$ cat config.mk
export PLATFORM = sky130hd
export DESIGN_NAME = regfile_dump
export DESIGN_NICKNAME = d
export VERILOG_FILES = /design/src/rtl/regfile_dump.sv
export SDC_FILE = /design/constraint.sdc
export NUM_CORES = 1
export LEC_CHECK = 0
export CAP_MARGIN = 15
export CORE_MARGIN = 10
export CORE_UTILIZATION = 50
export CTS_CLUSTER_DIAMETER = 40
export DETAILED_ROUTE_END_ITERATION = 8
export PLACE_DENSITY = 0.81
export SLEW_MARGIN = 20
export SYNTH_ARGS = -nofsm -noshare
export SYNTH_HDL_FRONTEND = slang
export SYNTH_SLANG_ARGS = --single-unit
$ cat constraint.sdc
create_clock -name clk -period 6 [get_ports clk]
set_clock_uncertainty 0.1 [all_clocks]
set_input_delay 1.2 -clock clk [delete_from_list [all_inputs] [get_ports clk]]
set_output_delay 1.2 -clock clk [all_outputs]
set_load 0.01 [all_outputs]
$ cat src/rtl/regfile_dump.sv
// regfile_dump: walks an inclusive register window through a read port and
// streams each word over valid/ready while accumulating a 32-bit checksum.
module regfile_dump (
    input  logic        clk,
    input  logic        in_rst_n,
    input  logic        in_start,
    input  logic [4:0]  in_first_addr,
    input  logic [4:0]  in_last_addr,
    output logic [4:0]  out_rf_read_address,
    input  logic [31:0] in_rf_read_data,
    output logic        out_valid,
    input  logic        in_ready,
    output logic [31:0] out_data,
    output logic [4:0]  out_addr,
    output logic        out_last,
    output logic        out_busy,
    output logic        out_done,
    output logic [31:0] out_checksum
);
    typedef enum logic [1:0] {IDLE, RUN, DRAIN} state_t;

    state_t      state, state_nx;
    logic [4:0]  last_q, last_nx, cur_nx, addr_nx;
    logic [31:0] data_nx, sum_nx;
    logic        valid_nx, beat_last_nx, done_nx, capture;

    assign out_busy = (state != IDLE);

    always_comb begin
        state_nx     = state;
        cur_nx       = out_rf_read_address;
        last_nx      = last_q;
        addr_nx      = out_addr;
        data_nx      = out_data;
        sum_nx       = out_checksum;
        valid_nx     = out_valid;
        beat_last_nx = out_last;
        done_nx      = 1'b0;
        capture      = (state == RUN) && (!out_valid || in_ready);
        // a start coinciding with the done pulse belongs to the finished dump
        if (state == IDLE && in_start && !out_done) begin
            state_nx = RUN;
            cur_nx   = in_first_addr;
            last_nx  = in_last_addr;
            sum_nx   = '0;
        end
        if (capture) begin
            data_nx      = in_rf_read_data;
            addr_nx      = out_rf_read_address;
            valid_nx     = 1'b1;
            sum_nx       = out_checksum + in_rf_read_data;
            beat_last_nx = (out_rf_read_address == last_q);
            cur_nx       = out_rf_read_address + 5'd1;
            state_nx     = (out_rf_read_address == last_q) ? DRAIN : RUN;
        end
        if (state == DRAIN && out_valid && in_ready) begin
            valid_nx     = 1'b0;
            beat_last_nx = 1'b0;
            done_nx      = 1'b1;
            state_nx     = IDLE;
        end
    end

    always_ff @(posedge clk or negedge in_rst_n) begin
        if (!in_rst_n) begin
            state               <= IDLE;
            out_rf_read_address <= '0;
            last_q              <= '0;
            out_valid           <= 1'b0;
            out_data            <= '0;
            out_addr            <= '0;
            out_last            <= 1'b0;
            out_done            <= 1'b0;
            out_checksum        <= '0;
        end else begin
            state               <= state_nx;
            out_rf_read_address <= cur_nx;
            last_q              <= last_nx;
            out_valid           <= valid_nx;
            out_data            <= data_nx;
            out_addr            <= addr_nx;
            out_last            <= beat_last_nx;
            out_done            <= done_nx;
            out_checksum        <= sum_nx;
        end
    end
endmodule

==> impl_metrics.json, run 1 <==
{
  "cpMostUsedCell": "a21oi_1",
  "io_buffers": 123,
  "die_h_um": 118.3,
  "synthSimpleGateAreaFrac_pct": 21.57,
  "track_usage_pct": 18.85,
  "grt.busiest_layer": "met2",
  "synth.avg_cell_area_um2": 8.946,
  "reg2reg_slack_ps": 2810,
  "drc_errors": 0,
  "synth_adder_area_share_pct": 8.702,
  "synth_seq_area_share_pct": 43.51,
  "cts.clk_slew.worst_paths_ps": 80,
  "die_w_um": 118.3,
  "cp_max_fo": 5,
  "fillers": 781,
  "p_leak_uw": 0.002938,
  "hold_end": "out_data[0]",
  "p_sw_share_pct": 42.15,
  "cts_max_level": 3,
  "status": "complete, no violations",
  "cts.sinks": 84,
  "cts_tree": "yes",
  "postRouteAntennaNets": 0,
  "drt_iter0_drc": 240,
  "via_per_inst": 5.455,
  "grtUsageMet3_pct": 6.045,
  "gp_congestion": 0.8986,
  "critPathArrivalTime_ps": 4330,
  "ys.flop_type": "dfrtp_1",
  "holdPathStages": 2,
  "p_int_uw": 2063,
  "overflow": 0,
  "hold_class": "flip-flop to flip-flop",
  "final_layout_size_suffix_gt1_share_pct": 5.740,
  "path_buf_inv": 2,
  "io_pins": 124,
  "setup.worst_path.class": "primary input to flip-flop",
  "numCtsBuffers": 9,
  "rows": 35,
  "clock.fmax_mhz": 240.2,
  "cts-root-buf": "clkbuf_8",
  "grt_max_degree": 55,
  "antenna-diode-count": 0,
  "path_cells": "clkdlybuf4s50_1, ha_1, inv_1, fa_1, nand2b_1, a21oi_1, o21ai_1, o211ai_2, a211oi_1, o21bai_1, a21oi_1, or4b_1, nand3_1",
  "nets": 736,
  "slowest_stage": "or4b_1",
  "initial_core_util_pct": 51.79,
  "ctsHoldBuffers": 0,
  "num_vias": 4315,
  "setup_violations": 0,
  "fin_crit_sh_pct": 69.39,
  "relSlewSlack_pct": 28.27,
  "post_drt_wl_per_cell_um": 16.78,
  "cts.path.max_buffers": 2,
  "hold_viol": 0,
  "synth_top_family_by_area": "simple AND/OR/NAND/NOR gates",
  "cts_resized": 0,
  "power_frac_comb_pct": 59.6,
  "tightestPinTransition_ps": 1076,
  "r2r-end": "out_checksum[24]",
  "netlist_instances": 540,
  "use_met2_pct": 32.02,
  "postCtsSetupRepairBufs": 0,
  "first_pass_iters": 5,
  "fin_hold_ws_ps": 377.7,
  "p_seq_share_pct": 29.3,
  "p_switching_uw": 1503,
  "grt_pass1_vias": 4508,
  "ys_warn_count": 0,
  "end_kind": "flip-flop",
  "regArea_um2": 2102,
  "synthMuxAreaShare_pct": 0.6216,
  "rsz0062_at_grt": "no",
  "crit-reg2reg-launch": "out_checksum[0]",
  "clkPwrFrac_pct": 11.1,
  "synth_edf_count": 0,
  "hp-start": "out_data[0]",
  "cap_violations": 0,
  "power.density_nw_per_um2": 560.8,
  "slew_viol_final": 0,
  "post-dp-hpwl_um": 9839,
  "multi_input_area_um2": 2616,
  "coreArea_um2": 9328,
  "synth_compound_area_share_pct": 18.10,
  "synth_fp_nets": 619,
  "required_ps": 6170,
  "cp_top_family": "compound AO/OA/AOI/OAI gates",
  "final.setup.tns_ps": 0,
  "netlist_area_um2": 4831,
  "reg2reg_depth": 12,
  "startpoint_type": "primary input",
  "ir_drop_uv": 284.7,
  "synth_cell_types": 62,
  "period_needed_ps": 4163,
  "grt.met1_usage_pct": 22.70,
  "antenna_found_initial": 0,
  "ys_ff_latch": 84,
  "detailed_place.area_um2": 6172,
  "grt_pass1_wl_um": 22410,
  "die-area_um2": 13990,
  "crit_path_max_incr_delay_ps": 520,
  "synth-xor-area-share_pct": 5.076,
  "insertion_delay_ps": 350,
  "syn_to_final_growth_pct": 31.60,
  "post-route-util_pct": 68.16,
  "final_cell_area_um2": 6357,
  "wirelength_um": 13270,
  "synthArstFlopShare_pct": 100.0
}
## state kept, by name (all words and copies together), names as in the netlist
signal               flops
out_addr                 5
out_data                32
out_checksum            32
out_valid                1
out_rf_read_address      5
state                    2
out_last                 1
last_q                   5
out_done                 1
## worst max-delay path by stage
| stage | slack, ps | from | end | cells after the start |
|---|---|---|---|---|
| after floorplan | 2390 | in_rf_read_data[0] | out_checksum[24] | 12 |
| after global placement | 1640 | in_rf_read_data[0] | out_checksum[24] | 13 |
| after detailed placement | 1520 | in_rf_read_data[0] | out_checksum[24] | 13 |
| after CTS | 1880 | in_rf_read_data[0] | out_checksum[24] | 13 |
| after global routing | 1600 | in_rf_read_data[0] | out_checksum[24] | 13 |
| final | 1840 | in_rf_read_data[0] | out_checksum[24] | 13 |
## worst min-delay path, cell delays in order, from the launching register on
cell,delay (ps)
dfrtp_1,340
nand2_1,50
nand2_1,60
## metal layers
layer | vias to the layer above | routed length (um)
met2 | 122 | 6413
met4 | 0 | 111
met5 | - | 0
li1 | 2120 | -
met3 | 12 | 902
met1 | 2061 | 5842
## cells in the final DEF, fill, tap and decap left out, types with 6 or more instances in the layout
master / count
a21o_1: 11
xnor2_1: 14
clkbuf_8: 9
clkdlybuf4s50_1: 122
xor2_1: 14
a21oi_1: 25
nand3_1: 14
inv_1: 9
nand2b_1: 6
o21ai_0: 29
dfrtp_1: 84
ha_1: 32
nand2_1: 162
nor2_1: 19
## cell type report
type,instances,share of cell area (%)
inverters,9,0.5314
well taps,129,2.539
multi-input cells,426,41.15
clock buffers,12,2.126
repair buffers,127,19.80
flip-flops and latches,84,33.06
clock inverters,4,0.7872
## stage by stage
step / worst slack [ps] / std cells / total power [uW]
5_1_grt: 1601 / 791 / 3866
3_5_place_dp: 1515 / 775 / 3181
4_1_cts: 1882 / 791 / 3587
3_3_place_gp: 1637 / 775 / 3101
6_report: 1837 / 791 / 3565
2_1_floorplan: 2388 / 540 / 2314
## kinds of logic after synthesis
| kind of cell | count (synthesis) |
|---|---|
| multiplexers | 3 |
| XOR/XNOR | 28 |
| AND/OR/NAND/NOR | 238 |
| flip-flops | 84 |
| AO/OA/AOI/OAI | 124 |
| adder cells (fa/ha/maj) | 33 |
| buffers and inverters | 30 |
## power by group through the flow
stage               sequential, uW  clock, uW  combinational (uW)
floorplan                     1130          0                1180
global placement              1040          0                2060
detailed placement            1050          0                2130
CTS                           1040        403                2140
global route                  1080        430                2350
finish                        1040        395                2130
## Yosys cell counts (5+ instances only)
cell,number,share of area (%)
nand3_1,14,1.5
ha_1,32,8.3
a21oi_1,25,2.6
xnor2_1,14,2.5
nor2_1,20,1.6
o21ai_0,29,3.0
dfrtp_1,84,44
nand2b_1,6,0.78
o21ai_1,5,0.52
inv_1,9,0.70
xor2_1,14,2.5
buf_1,6,0.47
a22o_1,5,0.91
a21o_1,11,1.7
nor2b_1,5,0.65
nand2_1,162,13
clkbuf_1,14,1.1
a211o_1,5,0.91
No activity file was read; power rests on OpenSTA's default activity.
==> run 2, diff against run 1 <==
==> constraint.sdc (replaced) <==
create_clock -name clk -period 4.1 [get_ports clk]
set_clock_uncertainty 0.1 [all_clocks]
set_input_delay 0.82 -clock clk [delete_from_list [all_inputs] [get_ports clk]]
set_output_delay 0.82 -clock clk [all_outputs]
set_load 0.01 [all_outputs]
==> run 2 against run 1 <==
Register-to-register slack got worse by 1900 ps. Flip-flop and latch count unchanged. First-iteration DRC count decreased by 6.3%. Core utilization increased by 0.19 points. Worst setup slack got worse by 1500 ps. Wire length decreased by 1.4%. Sequential share of layout area decreased by 0.091 points. Cell count decreased by 0.13%. Via count increased by 0.58%. Sequential power increased by 46%. Global-route usage decreased by 0.14 points. Non-clock buffer count increased by 1. Largest cell class unchanged. Largest power group unchanged.
==> impl_metrics.json, run 2 (synthesis results as in run 1) <==
{
  "cts_max_level": 3,
  "ctsHoldBuffers": 0,
  "holdPathStages": 2,
  "track_usage_pct": 18.71,
  "num_vias": 4340,
  "fin_crit_sh_pct": 91.93,
  "io_buffers": 123,
  "die_w_um": 118.3,
  "drt_iter0_drc": 225,
  "relSlewSlack_pct": 47.31,
  "r2r-end": "out_checksum[24]",
  "cts.clk_slew.worst_paths_ps": 80,
  "dp.cells": 776,
  "cts_tree": "yes",
  "period_needed_ps": 3769,
  "postRouteAntennaNets": 0,
  "antenna_found_initial": 0,
  "post-route-util_pct": 68.34,
  "initial_core_util_pct": 51.79,
  "ir_drop_uv": 368.7,
  "hp-start": "out_data[0]",
  "die_h_um": 118.3,
  "first_pass_iters": 4,
  "crit-reg2reg-launch": "out_checksum[0]",
  "grt_pass1_vias": 4520,
  "cts_resized": 0,
  "setup.worst_path.class": "primary input to flip-flop",
  "power_uw": 5232,
  "nets": 737,
  "gp_congestion": 0.8952,
  "post-dp-hpwl_um": 9771,
  "overflow": 0,
  "coreArea_um2": 9328,
  "required_ps": 4290,
  "critPathArrivalTime_ps": 3960,
  "final_layout_size_suffix_gt1_share_pct": 6.051,
  "clock.fmax_mhz": 265.3,
  "rows": 35,
  "tightestPinTransition_ps": 789.6,
  "hold_end": "out_data[0]",
  "post_drt_wl_per_cell_um": 16.56,
  "hold_class": "flip-flop to flip-flop",
  "cts-root-buf": "clkbuf_8",
  "status": "complete, no violations",
  "hold_viol": 0,
  "end_kind": "flip-flop",
  "cp_max_fo": 5,
  "slew_viol_final": 0,
  "cts.sinks": 84,
  "cap_violations": 0,
  "reg.largest.list": "out_checksum: 32 flops, out_data: 32 flops",
  "rsz0062_at_grt": "no",
  "postCtsSetupRepairBufs": 0,
  "antenna-diode-count": 0,
  "numCtsBuffers": 9,
  "grt_pass1_wl_um": 22420,
  "drc_errors": 0,
  "cts.path.max_buffers": 2,
  "fin_cells": 790,
  "syn_to_final_growth_pct": 31.96,
  "startpoint_type": "primary input",
  "p_leak_uw": 0.002949,
  "wirelength_um": 13080,
  "die-area_um2": 13990,
  "power.density_nw_per_um2": 820.7,
  "reg2reg_depth": 12,
  "final_common_cell": "nand2_1",
  "via_per_inst": 5.494,
  "io_pins": 124,
  "mostFrequentLayoutCells": "162 x nand2_1, 122 x clkdlybuf4s50_1, 84 x dfrtp_1",
  "reg2reg_slack_ps": 910,
  "insertion_delay_ps": 350,
  "grt_max_degree": 85,
  "setup_violations": 0
}
## run 2: cell count changes in the layout (fill, tap and decap cells not counted)
cell      change
buf_12        +1
clkinv_2      +1
buf_4         -1
clkbuf_1      -3
buf_6         +1
## run 2: worst max path at each step
stage          cells past startpoint          endpoint                from
2_1_floorplan                     12  out_checksum[24]  in_rf_read_data[0]
3_3_place_gp                      13  out_checksum[24]  in_rf_read_data[0]
3_5_place_dp                      13  out_checksum[24]  in_rf_read_data[0]
4_1_cts                           13  out_checksum[24]  in_rf_read_data[0]
5_1_grt                           13  out_checksum[24]  in_rf_read_data[0]
6_report                          13  out_checksum[24]  in_rf_read_data[0]
## run 2: power breakdown
part	total, uW	switching, uW	internal (uW)
Clock	574	301	273
Sequential	1520	290	1230
Combinational	3140	1610	1530
## run 2: layout make-up
| cell class | instances | area, um2 |
|---|---|---|
| clock buffer | 9 | 123.9 |
| clock inverter | 5 | 55.05 |
| fill | 781 | 2953 |
| inverter | 9 | 33.78 |
| multi-input combinational | 426 | 2616 |
| sequential | 84 | 2102 |
| tap | 129 | 161.4 |
| timing repair buffer | 128 | 1282 |
## run 2: metrics by stage
stage               setup WS, ps  hold WS (ps)  TNS (ps)  cell area (um2)
finish                     330.7         378.2         0             6375
global route               56.87         410.8         0             6375
CTS                        368.7         382.1         0             6371
detailed placement        -10.02         362.4    -10.02             6192
global placement           120.7         356.6         0             6192
floorplan                  867.6         365.2         0             4831
## run 2: critical path, cell delays in order
cell and delay, ps:
clkdlybuf4s50_1 510, ha_1 220, inv_1 70, fa_1 370, nand2b_1 190, a21oi_1 260
o21ai_1 180, o211ai_2 310, a211oi_1 120, o21bai_1 210, a21oi_1 110, or4b_1 500
nand3_1 80
## run 2: routing by layer
metal	GRT usage (%)	vias to the layer above	part of all wire (%)
met2	30.84	117	49
li1	-	2127	-
met3	5.140	12	6.8
met5	0	-	0
met1	23.63	2084	44
met4	4.791	0	0.83
